**config.mk**
```make
export PLATFORM = sky130hd
export DESIGN_NAME = uart_tx_buffered
export DESIGN_NICKNAME = d
export VERILOG_FILES = /design/src/rtl/uart_tx_buffered.sv
export SDC_FILE = /design/constraint.sdc
export NUM_CORES = 1
export LEC_CHECK = 0
export CORE_UTILIZATION = 50
export DETAILED_ROUTE_END_ITERATION = 16
export MAX_ROUTING_LAYER = met4
export PLACE_DENSITY_LB_ADDON = 0.2
export SETUP_SLACK_MARGIN = 0.3
export SLEW_MARGIN = 25
export SYNTH_ARGS = -nofsm -noshare
export SYNTH_HDL_FRONTEND = slang
export SYNTH_SLANG_ARGS = --single-unit
export TNS_END_PERCENT = 10
```
**constraint.sdc**
```tcl
create_clock -name clk -period 11.15 [get_ports clk]
set_clock_uncertainty 0.15 [all_clocks]
set_input_delay 2.7875 -clock clk [delete_from_list [all_inputs] [get_ports clk]]
set_output_delay 2.7875 -clock clk [all_outputs]
set_load 0.02 [all_outputs]
```
**src/rtl/uart_tx_buffered.sv**
```systemverilog
`timescale 1ns/1ps
// UART transmitter fed by an AXI-Stream transmit FIFO. It supports a configurable
// frame format and line breaks, and takes its bit timing from an oversampled baud tick.
module uart_tx_buffered #(
  parameter int unsigned DATA_W     = 8,
  parameter int unsigned OVS        = 8,
  parameter int unsigned FIFO_DEPTH = 16,
  parameter int unsigned BREAK_BITS = 12
) (
  input  logic                          clk,
  input  logic                          rst_n,
  input  logic                          baud_clk,
  input  logic [DATA_W-1:0]             s_axis_tdata,
  input  logic                          s_axis_tvalid,
  output logic                          s_axis_tready,
  input  logic [3:0]                    data_len,
  input  logic [1:0]                    stop_bits,
  input  logic                          parity_en,
  input  logic [1:0]                    parity_type,
  input  logic                          break_req,
  output logic                          txd,
  output logic                          busy,
  output logic                          tx_done,
  output logic [$clog2(FIFO_DEPTH):0]   fifo_level
);

  localparam int unsigned AW       = $clog2(FIFO_DEPTH);
  localparam int unsigned BRK_LEN  = BREAK_BITS * OVS;
  localparam int unsigned STOP_MAX = 2 * OVS;
  localparam int unsigned CNT_MAX  = (BRK_LEN > STOP_MAX) ? BRK_LEN : STOP_MAX;
  localparam int unsigned CW       = $clog2(CNT_MAX);

  typedef enum logic [2:0] {
    IDLE,
    START,
    DATA,
    PARITY,
    STOP,
    BREAK,
    MAB
  } state_t;

  logic [DATA_W-1:0] mem [FIFO_DEPTH];
  logic [AW-1:0]     wr_ptr;
  logic [AW-1:0]     rd_ptr;
  logic [AW:0]       level;
  logic              full;
  logic              empty;
  logic              push;
  logic              pop;
  logic [DATA_W-1:0] head;

  state_t            state;
  logic [CW-1:0]     cnt;
  logic [3:0]        bit_idx;
  logic [3:0]        len_q;
  logic [1:0]        stop_q;
  logic              par_en_q;
  logic              par_q;
  logic [DATA_W-1:0] shreg;

  logic [3:0]        len_in;
  logic [DATA_W-1:0] masked;
  logic              par_calc;
  logic [CW-1:0]     stop_last;
  logic              bit_last;
  logic              frame_end;
  logic              mab_end;
  logic              decide;

  assign full          = (level == (AW+1)'(FIFO_DEPTH));
  assign empty         = (level == '0);
  assign push          = s_axis_tvalid && !full;
  assign head          = mem[rd_ptr];
  assign s_axis_tready = !full;
  assign fifo_level    = level;
  assign busy          = (state != IDLE) || !empty;

  always_ff @(posedge clk) begin
    if (push) mem[wr_ptr] <= s_axis_tdata;
  end

  always_ff @(posedge clk or negedge rst_n) begin
    if (!rst_n) begin
      wr_ptr <= '0;
      rd_ptr <= '0;
      level  <= '0;
    end else begin
      if (push) wr_ptr <= wr_ptr + 1'b1;
      if (pop)  rd_ptr <= rd_ptr + 1'b1;
      case ({push, pop})
        2'b10:   level <= level + 1'b1;
        2'b01:   level <= level - 1'b1;
        default: level <= level;
      endcase
    end
  end

  always_comb begin
    if (data_len < 4'd5)               len_in = 4'd5;
    else if (data_len > 4'(DATA_W))    len_in = 4'(DATA_W);
    else                               len_in = data_len;
  end

  // Parity only covers the bits that will actually be sent.
  always_comb begin
    masked = '0;
    for (int unsigned i = 0; i < DATA_W; i++) begin
      masked[i] = head[i] && (i < 32'(len_in));
    end
    case (parity_type)
      2'd0:    par_calc = ^masked;
      2'd1:    par_calc = ~^masked;
      2'd2:    par_calc = 1'b1;
      default: par_calc = 1'b0;
    endcase
  end

  always_comb begin
    case (stop_q)
      2'd0:    stop_last = CW'(OVS - 1);
      2'd1:    stop_last = CW'(3 * OVS / 2 - 1);
      default: stop_last = CW'(2 * OVS - 1);
    endcase
  end

  // The last tick of STOP or MAB makes the same choice as IDLE, so frames can
  // run back-to-back with no extra idle tick between them.
  assign bit_last  = (cnt == CW'(OVS - 1));
  assign frame_end = (state == STOP) && (cnt == stop_last);
  assign mab_end   = (state == MAB) && bit_last;
  assign decide    = (state == IDLE) || frame_end || mab_end;
  assign pop       = baud_clk && decide && !break_req && !empty;

  always_ff @(posedge clk or negedge rst_n) begin
    if (!rst_n) begin
      state    <= IDLE;
      cnt      <= '0;
      bit_idx  <= '0;
      len_q    <= 4'd5;
      stop_q   <= '0;
      par_en_q <= 1'b0;
      par_q    <= 1'b0;
      shreg    <= '0;
      txd      <= 1'b1;
      tx_done  <= 1'b0;
    end else begin
      tx_done <= 1'b0;
      if (baud_clk) begin
        if (decide) begin
          tx_done <= frame_end;
          cnt     <= '0;
          if (break_req) begin
            state <= BREAK;
            txd   <= 1'b0;
          end else if (!empty) begin
            state    <= START;
            txd      <= 1'b0;
            shreg    <= head;
            len_q    <= len_in;
            stop_q   <= stop_bits;
            par_en_q <= parity_en;
            par_q    <= par_calc;
          end else begin
            state <= IDLE;
            txd   <= 1'b1;
          end
        end else begin
          case (state)
            START: begin
              if (bit_last) begin
                state   <= DATA;
                cnt     <= '0;
                bit_idx <= '0;
                txd     <= shreg[0];
                shreg   <= shreg >> 1;
              end else begin
                cnt <= cnt + 1'b1;
              end
            end
            DATA: begin
              if (bit_last) begin
                cnt <= '0;
                if (bit_idx == len_q - 4'd1) begin
                  if (par_en_q) begin
                    state <= PARITY;
                    txd   <= par_q;
                  end else begin
                    state <= STOP;
                    txd   <= 1'b1;
                  end
                end else begin
                  bit_idx <= bit_idx + 4'd1;
                  txd     <= shreg[0];
                  shreg   <= shreg >> 1;
                end
              end else begin
                cnt <= cnt + 1'b1;
              end
            end
            PARITY: begin
              if (bit_last) begin
                state <= STOP;
                cnt   <= '0;
                txd   <= 1'b1;
              end else begin
                cnt <= cnt + 1'b1;
              end
            end
            STOP: cnt <= cnt + 1'b1;
            BREAK: begin
              // Saturate at the minimum length, then hold low until the request drops.
              if (cnt >= CW'(BRK_LEN - 1)) begin
                if (!break_req) begin
                  state <= MAB;
                  cnt   <= '0;
                  txd   <= 1'b1;
                end
              end else begin
                cnt <= cnt + 1'b1;
              end
            end
            MAB: cnt <= cnt + 1'b1;
            default: begin
              state <= IDLE;
              txd   <= 1'b1;
            end
          endcase
        end
      end
    end
  end

endmodule

```
==> run summary, run 1 <==
I/O Buffers = 30
pin count of the biggest net entering global routing = 52
row count = 44
Reg clk slew, reported paths = 0.07 ns
ys async rst share = 0.260
RSZ-0062 raised after global routing = false
Mapped Cells = 548
layout cell share with drive strength beyond 1 = 0.120
Post-CTS Setup Repair Bufs = 0
Chip Height = 126 um
first-pass GRT wire length = 23800 um
core area = 0.0147 mm^2
commonest non-fill, non-tap cells in the layout = edfxtp_1, nand2_1, dfrtp_1, mux2i_1, o21ai_0
Wirelength per Cell = 18.9 um
Cell Area, Synth = 0.00764 mm^2
tightest hold margin = 0.342 ns
post-place setup slack = 5.19 ns
CTS hold repair buffers = 0
Max Cap Violations = 0
antenna viol nets, final = 0
RD Place Congestion = 0.911
clk sinks = 173
Synth Flop Type = edfxtp_1
Tot GR Track Use = 0.207
peak supply drop = 129 uV
GRT Residual Overflow = 0
Total Wirelength = 14600 um
PD cells = 257 mW/mm^2
Slew HR = 0.400
Initial Util = 0.520
final hold violations = 0
Leakage = 3.15 nW
Critical Path RT = 11.33 ns
Worst Path Arrival = 5.69 ns
total power = 2.23 mW
vias per cell = 5.84
commonest non-fill, non-tap cell in the layout = edfxtp_1
CP Capture Type = flip-flop
worst-skew pair later-pin latency = 0.44 ns
Worst path max stage delay = 0.67 ns
length of the first detailed-routing pass in iterations = 10
CTS tree = yes
n_diodes = 0
setup violators final = 0
Syn Nets = 582
kind of critical path = in2reg
Vias = 4523
setup TNS = 0 ns
max-slew violations = 0
die area = 0.0158 mm^2
worst min-delay path class = reg2reg
slowest library cell on the worst path = or4b_4
I/O Pins = 31
crit path max fanout = 13
Max Clk Rate = 181 MHz
Post-synth EDFFs = 128
die width = 126 um
setup ws final = 5.63 ns
Startpoint Class = primary input
worst-path cell chain = clkdlybuf4s50_1 -> or4b_4 -> inv_2 -> ha_1 -> xor2_1 -> ha_1 -> o21ai_0 -> a21oi_1 -> a21oi_1 -> xor2_1 -> nor2_1 -> xor2_1
Detail Placement HPWL = 9860 um
status = finished with violations
1st-iter DRT viols = 293
number of buffers created by CTS = 17
crit path time final = 5.52 ns
H-tree levels = 4
Synth Area per Inst = 13.9 um^2
root buffer cell = clkbuf_16
synthesis-to-layout area growth = 13.6%
Post-route DRC = 4
Ys Warns = 0
measured slew at the worst slew-check pin = 0.901 ns
Crit path max-delay family = simple AND/OR/NAND/NOR gates
Nets = 611
vias in the first global route = 4507
Seq/Total Area, Yosys = 0.651
initial antenna violation count = 0
Synth cell types = 53
CP dominant cell by count = xor2_1
failing checks = DRC
Final period util = 0.495
Clock Path Buffers = 2
post-CTS sizing = 0
#FFs+latches synth = 173
CP Buf/Inv Count = 2
## final timing paths
path | from | to | slack [ns] | depth (start not counted)
hold / removal | shreg[3]$_DFFE_PN0P_ | shreg[3]$_DFFE_PN0P_ | 0.34 | 2
hold reg to reg | shreg[3]$_DFFE_PN0P_ | shreg[3]$_DFFE_PN0P_ | 0.34 | 2
min in group asynchronous | rst_n | bit_idx[1]$_DFFE_PN0P_ | 2.20 | 1
setup reg to reg | cnt[0]$_DFFE_PN0P_ | fifo_level[4]$_DFFE_PN0P_ | 6.31 | 15
setup / recovery | break_req | fifo_level[4]$_DFFE_PN0P_ | 5.63 | 12
max in group asynchronous | rst_n | rd_ptr[0]$_DFFE_PN0P_ | 8.23 | 1
## cell usage after synthesis, types with 5 or more instances
master | count | area (um^2)
a221oi_1 | 15 | 131
ha_1 | 12 | 150
mux2i_1 | 38 | 380
nand2_1 | 61 | 229
nor2b_1 | 5 | 31.3
nor2_1 | 28 | 105
clkbuf_1 | 12 | 45.0
buf_2 | 6 | 30.0
nand2b_1 | 7 | 43.8
o21ai_0 | 33 | 165
nor3_1 | 9 | 45.0
o21ai_1 | 8 | 40.0
edfxtp_1 | 128 | 3840
dfrtp_1 | 42 | 1050
a21oi_1 | 18 | 90.1
inv_1 | 11 | 41.3
a22oi_1 | 7 | 52.6
xnor2_1 | 13 | 114
xor2_1 | 11 | 96.3
mux4_2 | 16 | 360
## report_power, final
| part | switching [mW] | total (mW) | internal, mW | leakage [nW] |
|---|---|---|---|---|
| clock | 0.274 | 0.575 | 0.301 | 0.288 |
| sequential | 0.0979 | 0.904 | 0.807 | 1.73 |
| combinational | 0.409 | 0.749 | 0.341 | 1.14 |
## layout make-up
cell class	count	area, um^2
inverters	12	45.0
well taps	184	230
flip-flops and latches	173	4970
multi-input cells	337	2500
fillers	1096	6010
clock buffers	17	425
repair buffers	36	343
clock inverters	15	164
## sequential cells by signal, indices dropped and copies added (netlist names)
signal / count
wr_ptr: 4
txd: 1
len_q: 4
par_en_q: 1
cnt: 7
bit_idx: 4
shreg: 8
tx_done: 1
mem: 128
fifo_level: 5
rd_ptr: 4
stop_q: 2
par_q: 1
state: 3
## stage by stage
step / std cells / instance area [um^2] / util
6_report: 774 / 8680 / 0.591
4_1_cts: 774 / 8680 / 0.591
2_1_floorplan: 548 / 7640 / -
3_3_place_gp: 742 / 8090 / 0.550
3_5_place_dp: 742 / 8090 / 0.551
5_1_grt: 774 / 8680 / 0.591
## worst register-to-register path, delay by kind of cell (launching register included)
| family | cells | cell delay, ns |
|---|---|---|
| flip-flops | 1 | 0.38 |
| XOR/XNOR | 3 | 0.42 |
| adder cells (fa/ha/maj) | 3 | 0.89 |
| buffers and inverters | 1 | 0.24 |
| AO/OA/AOI/OAI | 3 | 0.44 |
| AND/OR/NAND/NOR | 5 | 2.22 |
## cells by family (layout without fill, tap and decap cells)
logic type | Yosys count | count (layout) | share of synthesized area
AO/OA/AOI/OAI | 108 | 108 | 0.0905
XOR/XNOR | 25 | 25 | 0.0305
adder cells (fa/ha/maj) | 12 | 12 | 0.0196
buffers and inverters | 38 | 80 | 0.0221
flip-flops | 173 | 173 | 0.651
multiplexers | 58 | 58 | 0.103
AND/OR/NAND/NOR | 134 | 134 | 0.0837
## metal layers
| layer | share of wire | track usage | vias up |
|---|---|---|---|
| li1 | - | - | 2125 |
| met5 | 0 | - | - |
| met4 | 0.016 | 0.0746 | 0 |
| met1 | 0.44 | 0.252 | 2270 |
| met2 | 0.51 | 0.342 | 114 |
| met3 | 0.039 | 0.0459 | 14 |
Power figures use the tool's default switching activity.
==> run 2: changes to the inputs <==
- clock period: 11.15 -> 5.5 ns (I/O delays scaled with it)
==> run summary, run 2 (synthesis gave the netlist of run 1 again) <==
Critical Path Source = cnt[0]$_DFFE_PN0P_
final hold violations = 0 (unchanged)
number of buffers created by CTS = 17 (unchanged)
Slew HR = 0.436 (+0.0368)
worst min-delay path class = reg2reg
commonest non-fill, non-tap cells in the layout = edfxtp_1, nand2_1, dfrtp_1, mux2i_1, o21ai_0
first-pass GRT wire length = 23700 um (-0.26%)
RD Place Congestion = 0.862 (-5.4%)
max-slew violations = 0 (unchanged)
Post-route DRC = 4 (unchanged)
core area = 0.0147 mm^2 (unchanged)
I/O Buffers = 30 (unchanged)
layout cell share with drive strength beyond 1 = 0.120 (unchanged)
clk sinks = 173 (unchanged)
RSZ-0062 raised after global routing = false
CTS tree = yes
die width = 126 um (unchanged)
Comb pwr share = 0.329 (-0.007)
setup ws final = 0.664 ns (-4.97 ns)
Tot GR Track Use = 0.203 (-0.00385)
Top Registers = mem (128), shreg (8), cnt (7)
setup TNS = 0 ns (unchanged)
Chip Height = 126 um (unchanged)
post-place setup slack = 0.726 ns (-4.47 ns)
crit path time final = 4.84 ns
root buffer cell = clkbuf_16
fill count = 1129 (+3.0%)
Clock Path Buffers = 2 (unchanged)
Vias = 4497 (-0.57%)
Total Wirelength = 14500 um (-0.83%)
I/O Pins = 31 (unchanged)
worst-skew pair later-pin latency = 0.42 ns (-0.02 ns)
Post-CTS Setup Repair Bufs = 0 (unchanged)
Final period util = 0.879
Largest register FFs = 128 (unchanged)
kind of critical path = reg2reg
CTS hold repair buffers = 0 (unchanged)
CP Capture Type = flip-flop
1st-iter DRT viols = 274 (-6.5%)
vias in the first global route = 4471 (-0.80%)
Internal = 2.98 mW (+110%)
Critical Path RT = 5.66 ns (-5.67 ns)
Max Cap Violations = 0 (unchanged)
Initial Util = 0.520 (unchanged)
Leakage = 3.16 nW (+0.36%)
peak supply drop = 297 uV (+130%)
Top reg by flops = mem
antenna viol nets, final = 0 (unchanged)
post-CTS sizing = 0 (unchanged)
Reg clk slew, reported paths = 0.07 ns (about the same)
Switching Share = 0.346 (-0.00465)
Wirelength per Cell = 18.8 um (-0.83%)
failing checks = DRC
row count = 44 (unchanged)
Reg power frac = 0.410 (+0.004)
Clock Power Share = 0.261 (+0.003)
commonest non-fill, non-tap cell in the layout = edfxtp_1
measured slew at the worst slew-check pin = 0.842 ns (-0.0583 ns)
die area = 0.0158 mm^2 (unchanged)
crit path max fanout = 13 (unchanged)
Startpoint Class = flip-flop
worst hold start = txd$_DFFE_PN1P_
synthesis-to-layout area growth = 13.9%
H-tree levels = 4 (unchanged)
P_sw = 1.57 mW (+100%)
total power = 4.55 mW (+100%)
worst reg-to-reg setup slack = 0.66 ns (-5.65 ns)
Detail Placement HPWL = 9770 um (-0.91%)
length of the first detailed-routing pass in iterations = 11 (+1)
Max Clk Rate = 207 MHz
Register Area = 0.00498 mm^2 (about the same)
PD cells = 523 mW/mm^2 (+100%)
status = finished with violations
Nets = 611 (unchanged)
setup violators final = 0 (unchanged)
n_diodes = 0 (unchanged)
vias per cell = 5.81 (-0.57%)
initial antenna violation count = 0 (unchanged)
GRT Residual Overflow = 0 (unchanged)
Worst Path Arrival = 5.00 ns (-0.69 ns)
pin count of the biggest net entering global routing = 52 (unchanged)
r2r startpoint = cnt[0]$_DFFE_PN0P_
multi-input combinational cell area = 0.00250 mm^2 (about the same)
==> run 2: cell count changes in the layout (fill, tap and decap cells not counted), sizes merged <==
cell and change:
clkinv +2, clkinvlp -1, inv -2, bufinv +1
==> run 2: cell type report <==
type,instances,share of cell area
tap,184,0.0264
multi-input combinational,337,0.287
clock buffer,17,0.0489
inverter,12,0.00517
sequential,173,0.571
clock inverter,15,0.0201
timing repair buffer,36,0.0408
==> run 2: power by group through the flow <==
stage / registers [mW] / clock network (mW) / logic (mW)
after floorplan: 1.78 / 0 / 1.20
after CTS: 1.87 / 1.21 / 1.52
after detailed placement: 1.89 / 0 / 1.51
after global routing: 1.90 / 1.26 / 1.65
after global placement: 1.88 / 0 / 1.48
final: 1.87 / 1.19 / 1.50
==> run 2: per-stage QoR <==
stage	hold slack [ns]	util	cells	area [um^2]
after detailed placement	0.325	0.551	742	8100
final	0.332	0.592	774	8710
after CTS	0.336	0.592	774	8700
after floorplan	0.298	-	548	7640
after global routing	0.343	0.592	774	8710
after global placement	0.319	0.551	742	8100
==> run 2: path summary, 6_finish.rpt <==
| kind | cells after the start | end |
|---|---|---|
| worst max-delay path | 15 | fifo_level[4]$_DFFE_PN0P_ |
| worst min-delay path | 2 | txd$_DFFE_PN1P_ |
| worst max register to register | 15 | fifo_level[4]$_DFFE_PN0P_ |
| worst min register to register | 2 | txd$_DFFE_PN1P_ |
| max in group asynchronous | 1 | rd_ptr[0]$_DFFE_PN0P_ |
| min in group asynchronous | 1 | bit_idx[2]$_DFFE_PN0P_ |
==> run 2: per-layer routing <==
metal	part of all wire	GRT usage	vias up
li1	-	-	2138
met1	0.44	0.252	2241
met2	0.51	0.338	103
met3	0.035	0.0353	15
met4	0.012	0.0725	0
met5	0	-	-
==> run 2: worst max-delay path, cell delays in order, from the launching register on <==
cell and delay [ns]:
dfrtp_1 0.37, ha_1 0.28, or4b_4 0.52, nor4_2 0.64, nor2_2 0.31, or4b_4 0.69, inv_2 0.24, ha_1 0.38
xor2_1 0.11, ha_1 0.22, o21ai_0 0.16, a21oi_1 0.09, a21oi_1 0.18, xor2_1 0.16, nor2_1 0.07, xor2_1 0.14
==> run 3: changes to the inputs <==
- clock period: 5.5 -> 5.1 ns (I/O delays scaled with it)
==> run summary, run 3 (synthesis gave the netlist of run 1 again) <==
Slew HR = 0.305 (-0.132)
CP Capture Type = flip-flop
Crit path max-delay family = simple AND/OR/NAND/NOR gates
Max Clk Rate = 221 MHz (+7.1%)
measured slew at the worst slew-check pin = 1.04 ns (+0.201 ns)
r2r startpoint = cnt[0]$_DFFE_PN0P_
kind of critical path = reg2reg
Final period util = 0.886 (+0.00633)
crit path max fanout = 12 (-1)
setup ws final = 0.583 ns (-0.0806 ns)
Clock Path Buffers = 2 (unchanged)
Detail Placement HPWL = 10100 um (+3.8%)
total power = 4.92 mW (+8.0%)
Post-CTS Setup Repair Bufs = 0 (unchanged)
1st-iter DRT viols = 220 (-20%)
setup violators final = 0 (unchanged)
Chip Height = 126 um (unchanged)
H-tree levels = 4 (unchanged)
Worst Path Arrival = 4.67 ns (-0.33 ns)
clk sinks = 173 (unchanged)
peak supply drop = 427 uV (+43%)
root buffer cell = clkbuf_16
vias per cell = 5.76 (-0.85%)
row count = 44 (unchanged)
post-CTS sizing = 0 (unchanged)
setup TNS = 0 ns (unchanged)
Tot GR Track Use = 0.208 (+0.00482)
post-place setup slack = 0.635 ns (-0.0910 ns)
Nets = 614 (+0.49%)
Initial Util = 0.520 (unchanged)
Cell Area, Placed = 0.00813 mm^2 (+0.28%)
Worst path max stage delay = 0.65 ns (-0.04 ns)
I/O Pins = 31 (unchanged)
end of the worst hold path = txd$_DFFE_PN1P_
Startpoint Class = flip-flop
CP Buf/Inv Count = 1 (unchanged)
Wirelength per Cell = 19.1 um (+1.9%)
worst reg-to-reg setup slack = 0.58 ns (-0.08 ns)
vias in the first global route = 4615 (+3.2%)
Total Wirelength = 14900 um (+2.3%)
core area = 0.0147 mm^2 (unchanged)
crit path time final = 4.52 ns (-0.319 ns)
initial antenna violation count = 0 (unchanged)
PD cells = 564 mW/mm^2 (+8.0%)
number of buffers created by CTS = 17 (unchanged)
Leakage = 3.16 nW (about the same)
CTS hold repair buffers = 0 (unchanged)
Hold Crit Depth = 2 (unchanged)
Post-route DRC = 4 (unchanged)
Max Cap Violations = 0 (unchanged)
Critical Path RT = 5.25 ns (-0.41 ns)
max-slew violations = 0 (unchanged)
r2r worst-path depth = 17 (+2)
GRT Residual Overflow = 0 (unchanged)
Worst R2R End = fifo_level[4]$_DFFE_PN0P_
failing checks = DRC
worst hold start = txd$_DFFE_PN1P_
RSZ-0062 raised after global routing = false
final hold violations = 0 (unchanged)
pin count of the biggest net entering global routing = 46 (-12%)
n_diodes = 0 (unchanged)
length of the first detailed-routing pass in iterations = 11 (unchanged)
fill count = 1118 (-0.97%)
worst-path cell chain = ha_1 -> or4b_4 -> nor3b_4 -> nand3_1 -> a21oi_2 -> nor2_2 -> or4b_4 -> inv_2 -> ha_1 -> xor2_1 -> ha_1 -> o21ai_0 -> a21oi_1 -> a21oi_1 -> xor2_1 -> nor2_1 -> xor2_1
die area = 0.0158 mm^2 (unchanged)
Top Registers = mem (128), shreg (8), cnt (7)
I/O Buffers = 30 (unchanged)
worst-skew pair later-pin latency = 0.42 ns (about the same)
commonest non-fill, non-tap cell in the layout = edfxtp_1
Vias = 4476 (-0.47%)
cell area after layout = 0.00871 mm^2 (about the same)
commonest non-fill, non-tap cells in the layout = edfxtp_1, nand2_1, dfrtp_1, mux2i_1, o21ai_0
synthesis-to-layout area growth = 14.0% (about the same)
antenna viol nets, final = 0 (unchanged)
RD Place Congestion = 0.866 (+0.56%)
Reg clk slew, reported paths = 0.07 ns (about the same)
multi-input combinational cell area = 0.00250 mm^2 (unchanged)
status = finished with violations
layout cell share with drive strength beyond 1 = 0.121 (+0.00108)
Register Area = 0.00497 mm^2 (about the same)
CTS tree = yes
first-pass GRT wire length = 24100 um (+1.6%)
die width = 126 um (unchanged)
slowest library cell on the worst path = or4b_4
worst min-delay path class = reg2reg
Top reg by flops = mem
Largest register FFs = 128 (unchanged)
-- run 3: cell type report --
type / count / area share
Inverter: 12 / 0.00517
Tap cell: 184 / 0.0264
Sequential cell: 173 / 0.571
Timing Repair Buffer: 39 / 0.0434
Multi-Input combinational cell: 337 / 0.287
Clock inverter: 15 / 0.0180
Clock buffer: 17 / 0.0488
-- run 3: worst max path at each step --
stage                  startpoint                        end  slack [ns]  cells after the start
3_3_place_gp   cnt[0]$_DFFE_PN0P_  fifo_level[4]$_DFFE_PN0P_        0.79                     17
5_1_grt        cnt[1]$_DFFE_PN0P_  fifo_level[4]$_DFFE_PN0P_        0.31                     17
4_1_cts        cnt[0]$_DFFE_PN0P_  fifo_level[4]$_DFFE_PN0P_        0.59                     17
6_report       cnt[0]$_DFFE_PN0P_  fifo_level[4]$_DFFE_PN0P_        0.58                     17
3_5_place_dp   cnt[0]$_DFFE_PN0P_  fifo_level[4]$_DFFE_PN0P_        0.63                     17
2_1_floorplan  cnt[0]$_DFFE_PN0P_  fifo_level[4]$_DFFE_PN0P_        0.87                     19
-- run 3: stage by stage --
step                      hold WS [ns]   util  std cells
after floorplan                  0.298      -        548
after detailed placement         0.323  0.553        745
after global routing             0.369  0.593        777
final                            0.328  0.593        777
after CTS                        0.333  0.592        777
after global placement           0.313  0.553        745
-- run 3: report_power, final --
group	internal [mW]	total, mW	switching (mW)
logic	0.759	1.57	0.812
registers	1.76	2.08	0.314
clock network	0.691	1.27	0.577
total	3.21	4.92	1.70
-- run 3: worst register-to-register path, delay by kind of cell (launching register included) --
family                   cells  cell delay, ns
AND/OR/NAND/NOR              6            1.87
adder cells (fa/ha/maj)      3            0.81
AO/OA/AOI/OAI                4            0.69
XOR/XNOR                     3            0.42
flip-flops                   1            0.37
buffers and inverters        1            0.09
-- run 3: per-layer routing --
layer	wire [um]	GRT usage	vias to the layer above
li1	-	-	2139
met1	6660	0.258	2243
met2	7590	0.345	86
met3	487	0.0489	8
met4	117	0.0552	0
met5	0	-	-
